**src/rtl/card_list_reader.sv**
```systemverilog
// Walks a linked list of cards in card RAM from head_addr and presents each
// card on a valid/ready stream. Read-only user of the RAM port.
module card_list_reader #(
   parameter int RD_LAT    = 1,
   parameter int MAX_CARDS = 52
) (
   input  logic        clock,
   input  logic        resetn,
   input  logic        start,
   input  logic [9:0]  head_addr,
   output logic [9:0]  ram_address,
   input  logic [31:0] ram_q,
   output logic        card_valid,
   input  logic        card_ready,
   output logic [1:0]  card_suit,
   output logic [3:0]  card_value,
   output logic [9:0]  card_addr,
   output logic [5:0]  card_index,
   output logic [5:0]  count,
   output logic        busy,
   output logic        done,
   output logic        error
);

   typedef enum logic [2:0] {
      S_IDLE, S_ISSUE, S_WAIT, S_CHECK, S_PRESENT, S_DONE
   } state_t;

   localparam logic [1:0] LAT_LOAD   = 2'(RD_LAT);
   localparam logic [5:0] LAST_COUNT = 6'(MAX_CARDS - 1);

   state_t     state, state_nx;
   logic [9:0] cur;
   logic [9:0] next_ptr;
   logic [1:0] wait_cnt;
   logic       handshake;
   logic       unused_bits;

   // Reserved word fields are not policed; only the occupied flag is.
   assign unused_bits = ^{ram_q[30:22], ram_q[15:10]};

   // Decoded from the async-reset state register, so card_valid drops the
   // moment resetn falls.
   assign card_valid = (state == S_PRESENT);
   assign busy       = (state != S_IDLE);
   assign done       = (state == S_DONE);
   assign handshake  = card_valid & card_ready;

   always_ff @(posedge clock or negedge resetn) begin
      if (!resetn) state <= S_IDLE;
      else         state <= state_nx;
   end

   // NOTE: state_nx gets a default before the case so no path leaves it
   // unassigned; a missing default here would infer a latch.
   always_comb begin
      state_nx = state;
      case (state)
         S_IDLE:    if (start) state_nx = (head_addr == '0) ? S_DONE : S_ISSUE;
         S_ISSUE:   state_nx = S_WAIT;
         S_WAIT:    if (wait_cnt == '0) state_nx = S_CHECK;
         S_CHECK:   state_nx = ram_q[31] ? S_PRESENT : S_DONE;
         S_PRESENT: begin
            if (handshake) begin
               if (next_ptr == '0 || count == LAST_COUNT) state_nx = S_DONE;
               else                                       state_nx = S_ISSUE;
            end
         end
         S_DONE:    state_nx = S_IDLE;
         default:   state_nx = S_IDLE;
      endcase
   end

   // NOTE: all sequential state uses non-blocking assignments so every
   // register samples the pre-edge values of the others.
   always_ff @(posedge clock or negedge resetn) begin
      if (!resetn) begin
         cur         <= '0;
         next_ptr    <= '0;
         wait_cnt    <= '0;
         ram_address <= '0;
         card_suit   <= '0;
         card_value  <= '0;
         card_addr   <= '0;
         card_index  <= '0;
         count       <= '0;
         error       <= 1'b0;
      end else begin
         case (state)
            S_IDLE: begin
               if (start) begin
                  cur   <= head_addr;
                  count <= '0;
                  error <= 1'b0;
               end
            end
            S_ISSUE: begin
               ram_address <= cur;
               wait_cnt    <= LAT_LOAD;
            end
            S_WAIT: wait_cnt <= wait_cnt - 2'd1;
            S_CHECK: begin
               if (!ram_q[31]) begin
                  error <= 1'b1;
               end else begin
                  card_suit  <= ram_q[21:20];
                  card_value <= ram_q[19:16];
                  card_addr  <= cur;
                  card_index <= count;
                  next_ptr   <= ram_q[9:0];
               end
            end
            S_PRESENT: begin
               if (handshake) begin
                  count <= count + 6'd1;
                  cur   <= next_ptr;
                  // A non-terminated list at the length limit is a loop or corruption.
                  if (next_ptr != '0 && count == LAST_COUNT) error <= 1'b1;
               end
            end
            default: ;
         endcase
      end
   end

endmodule
```
**config.mk**
```make
export PLATFORM = sky130hd
export DESIGN_NAME = card_list_reader
export DESIGN_NICKNAME = d
export VERILOG_FILES = /design/src/rtl/card_list_reader.sv
export SDC_FILE = /design/constraint.sdc
export NUM_CORES = 1
export LEC_CHECK = 0
export ABC_AREA = 1
export CORE_MARGIN = 4
export CORE_UTILIZATION = 25
export CTS_BUF_LIST = sky130_fd_sc_hd__clkbuf_4 sky130_fd_sc_hd__clkbuf_8
export CTS_CLUSTER_DIAMETER = 30
export DETAILED_ROUTE_END_ITERATION = 12
export GPL_ROUTABILITY_DRIVEN = 1
export PLACE_DENSITY = 0.5
export SYNTH_ARGS = -nofsm -noshare
export SYNTH_HDL_FRONTEND = slang
export SYNTH_SLANG_ARGS = --single-unit
```
**constraint.sdc**
```tcl
create_clock -name clock -period 2.2 [get_ports clock]
set_input_delay 0.44 -clock clock [delete_from_list [all_inputs] [get_ports clock]]
set_output_delay 0.44 -clock clock [all_outputs]
set_load 0.01 [all_outputs]
```
==> reports/results.tsv <==
metric	value	unit
status	finished clean	
clock root cell	clkbuf_8	
clk slew on worst S/H paths	0.07	ns
Initial DRT Pass Iterations	4	
Final Net Count	451	
worst skew pair latency	0.33	ns
vias in the first global route	2183	
mux cell area share after synthesis	0	%
Seq. cell area	1600	um^2
ANT cells	0	
xor/xnor share of the synthesized area	0.616	%
Initial Util	25.9	%
Seq/Total Area, Yosys	56.3	%
Leak	1.83	nW
DRC errors left	0	
PD cells	1270	nW/um^2
die height	115	um
Syn-to-layout area delta	37.1	%
# rows	38	
Detailed Route Iter0 Violations	85	
Worst Path Required	1.76	ns
Period Utilization, post-route	93.1	%
crit path DAT	1.61	ns
Multi-input gate area	1000	um^2
Antenna Nets Post-Route	0	
CTS sink count	64	
Min Hold Slack	0.0950	ns
Crit Path Class	reg -> out	
Via density	4.16	
Fillers	1163	
RSZ-0062 raised after global routing	false	
Buffers on Ports	72	
largest net degree at the start of global routing	41	
htree depth	3	
grt met1 use	15.8	%
Max Clock Freq	488	MHz
Crit. End Element	output port	
met3 GRT Util	3.59	%
Post-synth EDFFs	0	
CTS tree	built	
Hold Path Class	in -> async	
total track usage	11.0	%
most frequent cells in the layout	nand2_1, clkdlybuf4s50_1, dfrtp_1	
Core Region	11000	um^2
CTS Buf Count	9	
endpoints failing hold	0	
Avg WL per Cell	12.6	um
chip width	115	um
Vias	2278	
Max Root-Sink Buffers	2	
final WL	6.89	mm
Synth Area in Simple Gates	21.0	%
Placed Cells	532	
Seq cells post-synth	64	
Worst Tran Pin Value	0.564	ns
I/O pins	88	
DP HPWL	5.14	mm
VDD IR max	0.451	mV
Clock Skew	0.00975	ns
ys async rst share	100	%
post-synthesis compound-gate area fraction	12.8	%
max_slew headroom	62.4	%
die area	13100	um^2
initial antenna violation count	0	
GRT overflow	0	
first-pass GRT wire length	11.4	mm
main combinational cell family by area after synthesis	simple AND/OR/NAND/NOR gates	
ys flop type	dfrtp_1	
Final Setup Violations	0	
Slew Viols, Final	0	
Setup Buffers After CTS	0	
Synth cell types	26	
mapped cell area	2840	um^2
max_cap viols	0	
global route hottest layer	met1	
TNS Setup	0	ns
final cell count without fillers	547	
Final GP Congestion	0.810	
Post-Synthesis Cells	326	
commonest non-fill, non-tap cell in the layout	nand2_1	
Syn Area/Cell	8.72	um^2
min Tclk post-route	2.05	ns
grt met2 use	15.7	%
Synthesized Nets	374	
Synth Area in Adders	0.880	%
share of layout cells above drive strength 1	8.85	%
Max Fanout on Critical Path	5	
yosys warns	0	
Critical Path Start Type	register	
logic make-up after synthesis:
| kind of cell | count (synthesis) |
|---|---|
| DFF | 64 |
| and+or+nand+nor | 139 |
| AOI/OAI and AO/OA | 69 |
| buffers and inverters | 50 |
| adders and majority gates | 2 |
| xor gates and xnor gates | 2 |
power by group:
part | switching [mW] | leakage [nW] | internal [mW]
combinational | 1.14 | 0.913 | 0.908
clock | 0.441 | 0.0993 | 0.572
sequential | 0.234 | 0.817 | 1.65
total | 1.81 | 1.83 | 3.13
sequential cells by signal, indices dropped and copies added (netlist names):
register	flops
state	3
count	6
card_suit	2
next_ptr	10
card_addr	10
card_value	4
ram_address	10
wait_cnt	2
card_index	6
error	1
cur	10
layer usage:
metal  vias to the layer above  wire length (um)
li1                       1189                 -
met4                         0                63
met2                        51              2950
met5                         -                 0
met1                      1031              3510
met3                         7               370
critical path: stages, from the launching register on:
cell	delay [ns]
dfrtp_1	0.43
inv_2	0.08
nor3_1	0.20
clkdlybuf4s50_1	0.57
timing repair:
action	in CTS	in global routing
setup endpoints to repair	0	1
gates resized for setup	0	1
hold buffers	0	0
stage by stage:
step	setup WS, ns	instance area (um^2)	utilization [%]	total power, mW
finish	0.152	3900	35.5	4.94
global route	0.0810	3900	35.5	5.36
CTS	0.0444	3900	35.5	5.03
detailed placement	0.399	3700	33.7	3.98
global placement	0.373	3700	33.7	3.93
floorplan	0.899	2840	-	3.13
path summary, 6_finish.rpt:
path	from	end	slack, ns	depth (start not counted)
min	resetn	card_index[2]	0.1	1
min reg2reg	card_value[3]	card_value[3]	0.48	2
max reg2reg	state[1]	cur[0]	0.68	7
max	state[0]	done	0.15	3
min in group clock	card_value[3]	card_value[3]	0.48	2
max in group asynchronous	resetn	next_ptr[5]	1.49	2
final cells by class:
type                    instances  area share [%]
clock buffers                  12            3.92
clock inverters                 3            1.09
inverters                      37            3.56
multi-input cells             212            25.8
flip-flops and latches         64            41.1
well taps                     140            4.49
repair buffers                 79            20.1
synth_stat cells, types with 2 or more instances:
cell type | number | area share, %
ha_1 | 2 | 0.88
o21ai_2 | 3 | 0.92
buf_2 | 4 | 0.70
nor2_1 | 18 | 2.4
xor2_1 | 2 | 0.62
clkbuf_1 | 3 | 0.40
inv_2 | 4 | 0.53
o21ai_1 | 11 | 1.9
nand3_1 | 13 | 2.3
nand2_4 | 3 | 1.2
inv_1 | 32 | 4.2
dfrtp_1 | 64 | 56
buf_6 | 6 | 2.4
o21ai_0 | 52 | 9.2
nand2_1 | 98 | 13
Power figures use the tool's default switching activity.
